File: src/rtl/quantum_timer_pkg.sv
// Shared constants for the preemption quantum timer: state encoding and default quantum.
// The decoder and interrupt-return logic import the same encoding.
package quantum_timer_pkg;

  typedef enum logic [1:0] {
    QT_IDLE = 2'd0,
    QT_RUN  = 2'd1,
    QT_FIRE = 2'd2
  } qt_state_e;

  localparam int QT_DEFAULT_QUANTUM = 100;

endpackage

File: src/rtl/quantum_timer_if.sv
// Signal bundle between the core control path (master) and the quantum timer (slave).
// Handshake: strobes and retire inputs are sampled on every rising clk edge; no back-pressure.
interface quantum_timer_if #(
  parameter int CNT_W  = 16,
  parameter int ADDR_W = 32
);
  import quantum_timer_pkg::*;

  logic              stopQnt;
  logic              rstQnt;
  logic              halt;
  logic              instr_valid;
  logic [ADDR_W-1:0] pc_next;
  logic              intSig;
  logic [ADDR_W-1:0] int_ret_addr;
  logic              qnt_running;
  logic [CNT_W-1:0]  count;
  qt_state_e         dbg_state;

  modport master (
    output stopQnt, rstQnt, halt, instr_valid, pc_next,
    input  intSig, int_ret_addr, qnt_running, count, dbg_state
  );

  modport slave (
    input  stopQnt, rstQnt, halt, instr_valid, pc_next,
    output intSig, int_ret_addr, qnt_running, count, dbg_state
  );

endinterface

File: src/rtl/quantum_timer.sv
// Counts retired instructions while armed and raises intSig for one (or more, if halted)
// cycles when the quantum expires, latching the resume PC for the OS handler.
module quantum_timer
  import quantum_timer_pkg::*;
#(
  parameter int QUANTUM = QT_DEFAULT_QUANTUM,
  parameter int CNT_W   = 16,
  parameter int ADDR_W  = 32
) (
  input logic           clk,
  input logic           rst,
  quantum_timer_if.slave qif
);

  if (QUANTUM < 1 || longint'(QUANTUM) >= (longint'(1) << CNT_W)) begin : g_bad_quantum
    $error("quantum_timer: QUANTUM must be in 1..2**CNT_W-1");
  end

  localparam logic [CNT_W-1:0] LAST = CNT_W'(QUANTUM - 1);

  qt_state_e         state_q, state_n;
  logic [CNT_W-1:0]  count_q, count_n;
  logic [ADDR_W-1:0] addr_q, addr_n;
  logic              rearm_q, rearm_n;
  logic              ret;

  assign ret = qif.instr_valid & ~qif.halt;

  always_ff @(posedge clk or posedge rst) begin
    if (rst) begin
      state_q <= QT_IDLE;
      count_q <= '0;
      addr_q  <= '0;
      rearm_q <= 1'b0;
    end else begin
      state_q <= state_n;
      count_q <= count_n;
      addr_q  <= addr_n;
      rearm_q <= rearm_n;
    end
  end

  always_comb begin
    state_n = state_q;
    count_n = count_q;
    addr_n  = addr_q;
    rearm_n = rearm_q;
    case (state_q)
      QT_IDLE: begin
        if (qif.rstQnt) begin
          count_n = '0;
          if (!qif.stopQnt) state_n = QT_RUN;
        end
      end
      QT_RUN: begin
        // Strobes take priority over an expiring retire: stop wins, clear still applies.
        if (qif.stopQnt) begin
          state_n = QT_IDLE;
          if (qif.rstQnt) count_n = '0;
        end else if (qif.rstQnt) begin
          count_n = '0;
        end else if (ret) begin
          if (count_q == LAST) begin
            count_n = '0;
            addr_n  = qif.pc_next;
            state_n = QT_FIRE;
          end else begin
            count_n = count_q + CNT_W'(1);
          end
        end
      end
      QT_FIRE: begin
        // stopQnt is ignored here: the decoder's interrupt path raises it alongside intSig.
        if (qif.rstQnt) rearm_n = 1'b1;
        if (!qif.halt) begin
          rearm_n = 1'b0;
          count_n = '0;
          state_n = (rearm_q || qif.rstQnt) ? QT_RUN : QT_IDLE;
        end
      end
      default: begin
        state_n = QT_IDLE;
        count_n = '0;
        rearm_n = 1'b0;
      end
    endcase
  end

  assign qif.intSig       = (state_q == QT_FIRE);
  assign qif.qnt_running  = (state_q == QT_RUN);
  assign qif.count        = count_q;
  assign qif.int_ret_addr = addr_q;
  assign qif.dbg_state    = state_q;

endmodule

File: src/flat_wrapper.sv
// flat-port wrapper written by rule: the top's interface ports become plain ports
module quantum_timer_flat import quantum_timer_pkg::*;
#(
  parameter int QUANTUM = QT_DEFAULT_QUANTUM,
  parameter int CNT_W   = 16,
  parameter int ADDR_W  = 32
)
  (clk, rst, qif_stopQnt, qif_rstQnt, qif_halt, qif_instr_valid, qif_pc_next, qif_intSig, qif_int_ret_addr, qif_qnt_running, qif_count, qif_dbg_state);
  quantum_timer_if #(.CNT_W(CNT_W), .ADDR_W(ADDR_W)) qif_i ();
  input logic clk;
  input logic rst;
  input wire logic [$bits(qif_i.stopQnt)-1:0] qif_stopQnt;
  input wire logic [$bits(qif_i.rstQnt)-1:0] qif_rstQnt;
  input wire logic [$bits(qif_i.halt)-1:0] qif_halt;
  input wire logic [$bits(qif_i.instr_valid)-1:0] qif_instr_valid;
  input wire logic [$bits(qif_i.pc_next)-1:0] qif_pc_next;
  output wire logic [$bits(qif_i.intSig)-1:0] qif_intSig;
  output wire logic [$bits(qif_i.int_ret_addr)-1:0] qif_int_ret_addr;
  output wire logic [$bits(qif_i.qnt_running)-1:0] qif_qnt_running;
  output wire logic [$bits(qif_i.count)-1:0] qif_count;
  output wire logic [$bits(qif_i.dbg_state)-1:0] qif_dbg_state;
  assign qif_i.stopQnt = qif_stopQnt;
  assign qif_i.rstQnt = qif_rstQnt;
  assign qif_i.halt = qif_halt;
  assign qif_i.instr_valid = qif_instr_valid;
  assign qif_i.pc_next = qif_pc_next;
  assign qif_intSig = qif_i.intSig;
  assign qif_int_ret_addr = qif_i.int_ret_addr;
  assign qif_qnt_running = qif_i.qnt_running;
  assign qif_count = qif_i.count;
  assign qif_dbg_state = qif_i.dbg_state;
  quantum_timer #(.QUANTUM(QUANTUM), .CNT_W(CNT_W), .ADDR_W(ADDR_W)) u_core (.clk(clk), .rst(rst), .qif(qif_i));
endmodule
File: config.mk
export PLATFORM = sky130hd
export DESIGN_NAME = quantum_timer_flat
export DESIGN_NICKNAME = d
export VERILOG_FILES = /design/src/rtl/quantum_timer_pkg.sv /design/src/rtl/quantum_timer_if.sv /design/src/rtl/quantum_timer.sv /design/src/flat_wrapper.sv
export SDC_FILE = /design/constraint.sdc
export NUM_CORES = 1
export LEC_CHECK = 0
export ABC_AREA = 1
export BUFFER_PORTS_ARGS = -buffer_cell sky130_fd_sc_hd__buf_2
export CAP_MARGIN = 20
export CORE_MARGIN = 4
export CORE_UTILIZATION = 55
export DETAILED_ROUTE_END_ITERATION = 12
export PLACE_DENSITY = 0.87
export SYNTH_ARGS = -nofsm -noshare
export SYNTH_HDL_FRONTEND = slang
export SYNTH_SLANG_ARGS = --single-unit
File: constraint.sdc
create_clock -name clk -period 3.1 [get_ports clk]
set_clock_uncertainty 0.05 [all_clocks]
set_input_delay 0.31 -clock clk [delete_from_list [all_inputs] [get_ports clk]]
set_output_delay 0.31 -clock clk [all_outputs]
set_load 0.01 [all_outputs]
==> results of run 1 <==
registers in the layout, indices dropped and copies added (netlist names):
register and count:
u_core.qif.count 16, u_core.qif.int_ret_addr 32, u_core.qif.dbg_state 2, u_core.rearm_q 1
cells by family (layout without fill, tap and decap cells):
family	after synthesis	count (layout)	synth area share, %
AND/OR/NAND/NOR	230	230	36.2
flip-flops	51	51	45.4
AO/OA/AOI/OAI	48	48	9.84
buffers and inverters	47	134	7.75
adder cells (fa/ha/maj)	1	1	0.445
XOR/XNOR	1	1	0.312
critical path: stages (launching register included):
cell	delay (ns)
dfrtp_1	0.46
ha_1	0.25
nand3_1	0.09
nor2_1	0.24
nand2_4	0.14
nor2_8	0.36
nand2_4	0.30
nand2_1	0.14
nand2_1	0.06
final timing paths:
check,from,to,slack (ns)
worst max-delay path,u_core.qif.count[1]$_DFFE_PP0P_,u_core.qif.int_ret_addr[8]$_DFFE_PP0P_,0.89
worst min-delay path,qif_pc_next[23],u_core.qif.int_ret_addr[23]$_DFFE_PP0P_,0.17
worst max register to register,u_core.qif.count[1]$_DFFE_PP0P_,u_core.qif.int_ret_addr[8]$_DFFE_PP0P_,0.89
worst min register to register,u_core.qif.int_ret_addr[27]$_DFFE_PP0P_,u_core.qif.int_ret_addr[27]$_DFFE_PP0P_,0.43
max in group asynchronous,rst,u_core.qif.count[2]$_DFFE_PP0P_,2.13
min in group asynchronous,rst,u_core.qif.int_ret_addr[15]$_DFFE_PP0P_,0.39
per-stage QoR:
step / util, % / power [mW] / std cells
after floorplan: - / 1.09 / 378
after global placement: 67.2 / 1.26 / 522
after detailed placement: 67.2 / 1.26 / 522
after CTS: 69.6 / 1.73 / 530
after global routing: 70.2 / 1.84 / 532
final: 70.2 / 1.74 / 532
power groups by stage:
stage | Sequential (mW) | Clock [mW] | Combinational [mW]
floorplan | 0.800 | 0 | 0.291
global placement | 0.790 | 0 | 0.466
detailed placement | 0.790 | 0 | 0.467
CTS | 0.779 | 0.485 | 0.470
global route | 0.791 | 0.518 | 0.531
finish | 0.781 | 0.477 | 0.481
synthesized netlist by cell type:
library cell    n
nand2_1       126
dfrtp_1        51
nand3_1        51
nor2_1         35
inv_1          28
o21ai_0        14
a21oi_1        13
buf_2           6
inv_2           5
a211oi_1        4
nor2_2          4
o211ai_1        4
o21ai_1         4
a31oi_1         3
buf_4           3
buf_6           3
nand4_1         3
nor2_4          3
a22oi_1         2
clkbuf_1        2
nand2_2         2
nand2_4         2
o22ai_1         2
o31ai_1         2
ha_1            1
nand3_2         1
nor2_8          1
nor3_1          1
nor3_2          1
xor2_1          1
routing by layer:
layer,global-route usage (%),wire (um),up-vias
li1,-,-,1396
met1,31.0,3000,1391
met2,40.0,3740,133
met3,3.72,541,11
met4,10.8,121,0
met5,0,0,-
timing repair:
action,in CTS,in global routing
hold endpoints to repair,0,8
hold buffers,0,1
setup endpoints to repair,0,0
area by class of cell:
type,instances,area (um^2)
Clock buffer,5,68.8
Clock inverter,3,47.5
Fill cell,406,1440
Inverter,33,124
Multi-Input combinational cell,280,1320
Sequential cell,51,1280
Tap cell,67,83.8
Timing Repair Buffer,93,490
==> flow_metrics.env, run 1 <==
export IMPL_ys_types=30
export IMPL_place_hpwl_um=5400
export IMPL_drc=0
export IMPL_syn2layout_area_growth_pct=21.2
export IMPL_cts_buffers=5
export IMPL_hold_depth=3
export IMPL_internal_power_mw=1.11
export IMPL_hold_slack_ns=0.172
export IMPL_diodes=0
export IMPL_worst_pin_slew_ns=0.423
export IMPL_cts_repair_resized=0
export IMPL_cp_data_required_time_ns=3.25
export IMPL_cts_htree_levels=2
export IMPL_die_h_um=79.5
export IMPL_port_buffers=89
export IMPL_num_nets_final=503
export IMPL_clk_pin_slew_ns=0.10
export IMPL_final_common_cell="nand2_1"
export IMPL_max_freq_ghz=0.453
export IMPL_pwr_share_comb_pct=27.7
export IMPL_dr_total_vias=2931
export IMPL_run_status="completed"
export IMPL_ant_nets=0
export IMPL_coreArea_mm2=0.00485
export IMPL_end_kind="flip-flop"
export IMPL_hold_class="in -> reg"
export IMPL_track_usage_pct=24.1
export IMPL_wirelength_um=7400
export IMPL_wl_per_cell_um=13.9
export IMPL_p_leak_nw=1.98
export IMPL_grt_pass1_wl_um=12400
export IMPL_cts_sinks=51
export IMPL_p_sw_mw=0.627
export IMPL_synth_nets=417
export IMPL_drt_iter0_drc=228
export IMPL_rsz0062_at_grt="no"
export IMPL_yosysWarnings=0
export IMPL_drv_slew=0
export IMPL_synth_seq_cells=51
export IMPL_p_sw_share_pct=36.1
export IMPL_grt_pass1_vias=2773
export IMPL_die_w_um=79.5
export IMPL_fin_ws_ns=0.893
export IMPL_gr_total_overflow=0
export IMPL_seqPwrFrac_pct=44.9
export IMPL_ir_drop_uv=443
export IMPL_post_cts_setup_buffers=0
export IMPL_p_clk_share_pct=27.4
export IMPL_detail_route_first_pass_iterations=5
export IMPL_cts_root_buf="clkbuf_8"
export IMPL_path_max_fanout=33
export IMPL_gp_congestion=0.952
export IMPL_yosysTopAreaCell="dfrtp_1"
export IMPL_synth_yosys_seq_area_share_pct=45.4
export IMPL_r2r_cells=8
export IMPL_setup_violations=0
export IMPL_hold_violations=0
export IMPL_cts_buffer_depth=2
export IMPL_dpl_cell_area_mm2=0.00326
export IMPL_synthesis_instances=378
export IMPL_dieArea_mm2=0.00631
export IMPL_cap_violations=0
export IMPL_post_route_period_util_pct=71.2
export IMPL_drive_above_1_share_pct=25.8
export IMPL_rows=25
export IMPL_vias_per_cell=5.51
export IMPL_startpoint_type="flip-flop"
export IMPL_grt_max_degree=52
export IMPL_crit_arrival_ns=2.36
export IMPL_yosys_area_top_type_share_pct=45.4
export IMPL_finalSetupTns_ns=0
export IMPL_initial_utilization_pct=57.9
export IMPL_slew_headroom_pct=71.8
export IMPL_pre_cts_ws_ns=0.889
export IMPL_cts_tree="done"
export IMPL_syn_area_per_cell_um2=7.43
export IMPL_period_minus_slack_ns=2.21
export IMPL_io_pin_count=90
export IMPL_design_area_mm2=0.00341
export IMPL_cellPowerDensity_mw_per_mm2=511
export IMPL_yosys_top_cells_area="dfrtp_1 (45%), nand2_1 (17%), nand3_1 (9.1%), nor2_1 (4.7%), inv_1 (3.7%)"
export IMPL_antenna_found_initial=0
export IMPL_clock_latency_ns=0.31
export IMPL_mostFrequentLayoutCells="nand2_1 (126), buf_2 (89), nand3_1 (51), dfrtp_1 (51), nor2_1 (35)"
export IMPL_crit_type="reg -> reg"
export IMPL_netlist_area_mm2=0.00281
Power figures use the tool's default switching activity.
==> inputs of run 2 (changes only) <==
--- a/config.mk
+++ b/config.mk
@@ -9,9 +9,9 @@
 export BUFFER_PORTS_ARGS = -buffer_cell sky130_fd_sc_hd__buf_2
 export CAP_MARGIN = 20
 export CORE_MARGIN = 4
-export CORE_UTILIZATION = 55
+export CORE_UTILIZATION = 46
 export DETAILED_ROUTE_END_ITERATION = 12
-export PLACE_DENSITY = 0.87
+export PLACE_DENSITY = 0.78
 export SYNTH_ARGS = -nofsm -noshare
 export SYNTH_HDL_FRONTEND = slang
 export SYNTH_SLANG_ARGS = --single-unit
==> constraint.sdc (replaced) <==
create_clock -name clk -period 1.75 [get_ports clk]
set_clock_uncertainty 0.05 [all_clocks]
set_input_delay 0.175 -clock clk [delete_from_list [all_inputs] [get_ports clk]]
set_output_delay 0.175 -clock clk [all_outputs]
set_load 0.01 [all_outputs]
==> flow_metrics.env, run 2 (synthesized netlist as in run 1, its figures left out) <==
export IMPL_post_cts_setup_buffers=0
export IMPL_reg2reg_from="u_core.qif.count[0]$_DFFE_PP0P_"
export IMPL_holdPathEnd="u_core.qif.int_ret_addr[4]$_DFFE_PP0P_"
export IMPL_drt_iter0_drc=191
export IMPL_num_nets_final=526
export IMPL_cts_tree="done"
export IMPL_startpoint_type="flip-flop"
export IMPL_finalSetupTns_ns=0
export IMPL_final_common_cell="nand2_1"
export IMPL_worstPathCellList="ha_2 > nand3_1 > nor2_2 > nand2_4 > nor2_8 > nand2_8 > nand2_1 > nand2_1"
export IMPL_run_status="completed"
export IMPL_hold_slack_ns=0.0402
export IMPL_coreArea_mm2=0.00592
export IMPL_crit_type="reg -> reg"
export IMPL_grt_pass1_vias=2764
export IMPL_final_cells=563
export IMPL_worst_pin_slew_ns=0.585
export IMPL_slowest_stage="dfrtp_1"
export IMPL_dieArea_mm2=0.00742
export IMPL_die_h_um=86.1
export IMPL_detail_route_first_pass_iterations=5
export IMPL_cp_data_required_time_ns=1.90
export IMPL_crit_top_cell="nand2_1"
export IMPL_cellPowerDensity_mw_per_mm2=902
export IMPL_rrSetupSlack_ns=0.09
export IMPL_path_max_fanout=33
export IMPL_cts_buffer_depth=2
export IMPL_post_route_period_util_pct=94.7
export IMPL_dp_cells=554
export IMPL_drc=0
export IMPL_drv_slew=0
export IMPL_syn2layout_area_growth_pct=29.5
export IMPL_ir_drop_uv=446
export IMPL_wl_per_cell_um=14.1
export IMPL_hold_violations=0
export IMPL_largest_reg_flops=32
export IMPL_initial_utilization_pct=47.4
export IMPL_io_pin_count=90
export IMPL_wirelength_um=7940
export IMPL_die_w_um=86.1
export IMPL_clk_pin_slew_ns=0.10
export IMPL_min_delay_start="qif_pc_next[4]"
export IMPL_rows=28
export IMPL_place_hpwl_um=5940
export IMPL_max_stage_delay_ns=0.38
export IMPL_gr_total_overflow=0
export IMPL_hold_depth=3
export IMPL_cts_root_buf="clkbuf_8"
export IMPL_rsz0062_at_grt="yes"
export IMPL_setup_violations=0
export IMPL_vias_per_cell=5.23
export IMPL_ant_nets=0
export IMPL_dr_total_vias=2944
export IMPL_grt_pass1_wl_um=12800
export IMPL_cts_htree_levels=2
export IMPL_max_freq_ghz=0.603
export IMPL_end_kind="flip-flop"
export IMPL_drive_above_1_share_pct=30.7
export IMPL_track_usage_pct=21.4
export IMPL_crit_arrival_ns=1.81
export IMPL_gp_congestion=0.929
export IMPL_p_leak_nw=2.10
export IMPL_cts_sinks=51
export IMPL_hold_class="in -> reg"
export IMPL_antenna_found_initial=0
export IMPL_grt_max_degree=34
export IMPL_worstReg2RegEnd="u_core.qif.int_ret_addr[10]$_DFFE_PP0P_"
export IMPL_mostFrequentLayoutCells="nand2_1 (125), buf_2 (89), nand3_1 (51)"
export IMPL_cap_violations=0
export IMPL_clock_latency_ns=0.31
export IMPL_diodes=0
export IMPL_port_buffers=89
export IMPL_r2r_cells=8
export IMPL_slew_headroom_pct=60.9
export IMPL_cts_buffers=5
export IMPL_period_minus_slack_ns=1.66
## run 2: changes by cell type in the layout (fill, tap and decap cells not counted), moves of 2 or more
cell / before / now
nor2_4: 3 / 5
buf_4: 2 / 24
dfrtp_2: 0 / 2
dfrtp_1: 51 / 49
nor2_1: 35 / 33
## run 2: metrics by stage
stage / worst slack, ns / total power, mW / cell area, um^2 / utilization [%]
final: 0.0930 / 3.28 / 3640 / 61.5
after global routing: -0.0333 / 3.45 / 3640 / 61.5
after CTS: 0.0139 / 3.26 / 3590 / 60.7
after detailed placement: 0.0306 / 2.39 / 3460 / 58.5
after global placement: 0.123 / 2.38 / 3460 / 58.5
after floorplan: 0.0653 / 1.93 / 2810 / -
## run 2: report_power, final
part	switching [mW]	internal, mW	total, mW
Sequential	0.0728	1.26	1.33
Clock	0.407	0.471	0.878
Combinational	0.680	0.394	1.07
Total	1.16	2.12	3.28
## run 2: worst max-delay path by stage
stage                                              from                                       to
floorplan               u_core.qif.count[1]$_DFFE_PP0P_   u_core.qif.int_ret_addr[0]$_DFFE_PP0P_
finish                  u_core.qif.count[0]$_DFFE_PP0P_  u_core.qif.int_ret_addr[10]$_DFFE_PP0P_
global placement        u_core.qif.count[1]$_DFFE_PP0P_  u_core.qif.int_ret_addr[27]$_DFFE_PP0P_
CTS                     u_core.qif.count[0]$_DFFE_PP0P_  u_core.qif.int_ret_addr[10]$_DFFE_PP0P_
detailed placement      u_core.qif.count[0]$_DFFE_PP0P_  u_core.qif.int_ret_addr[10]$_DFFE_PP0P_
global route        u_core.qif.dbg_state[1]$_DFFE_PP0P_          u_core.qif.count[5]$_DFFE_PP0P_
## run 2: timing repair
action / in CTS / in global routing
setup endpoints to repair: 0 / 41
hold buffers: 1 / 0
gates resized for setup: 0 / 14
hold endpoints to repair: 25 / 0
## run 2: layout make-up
class	count	area (um^2)
clock inverter	2	38.8
timing repair buffer	116	671
sequential	51	1280
tap	75	93.8
inverter	33	124
multi-input combinational	280	1350
fill	539	2280
clock buffer	6	82.6
## run 2: critical path: cells and delay by family (launching register included)
family        cells  cell delay, ns
flops             1            0.38
simple gates      7            0.88
fa+ha+maj         1            0.23
## run 2: per-layer routing
| metal | vias to the layer above | routed length (um) | GRT usage, % |
|---|---|---|---|
| li1 | 1438 | - | - |
| met1 | 1372 | 3420 | 28.6 |
| met2 | 117 | 3880 | 34.7 |
| met3 | 17 | 480 | 4.03 |
| met4 | 0 | 161 | 7.34 |
| met5 | - | 0 | 0 |
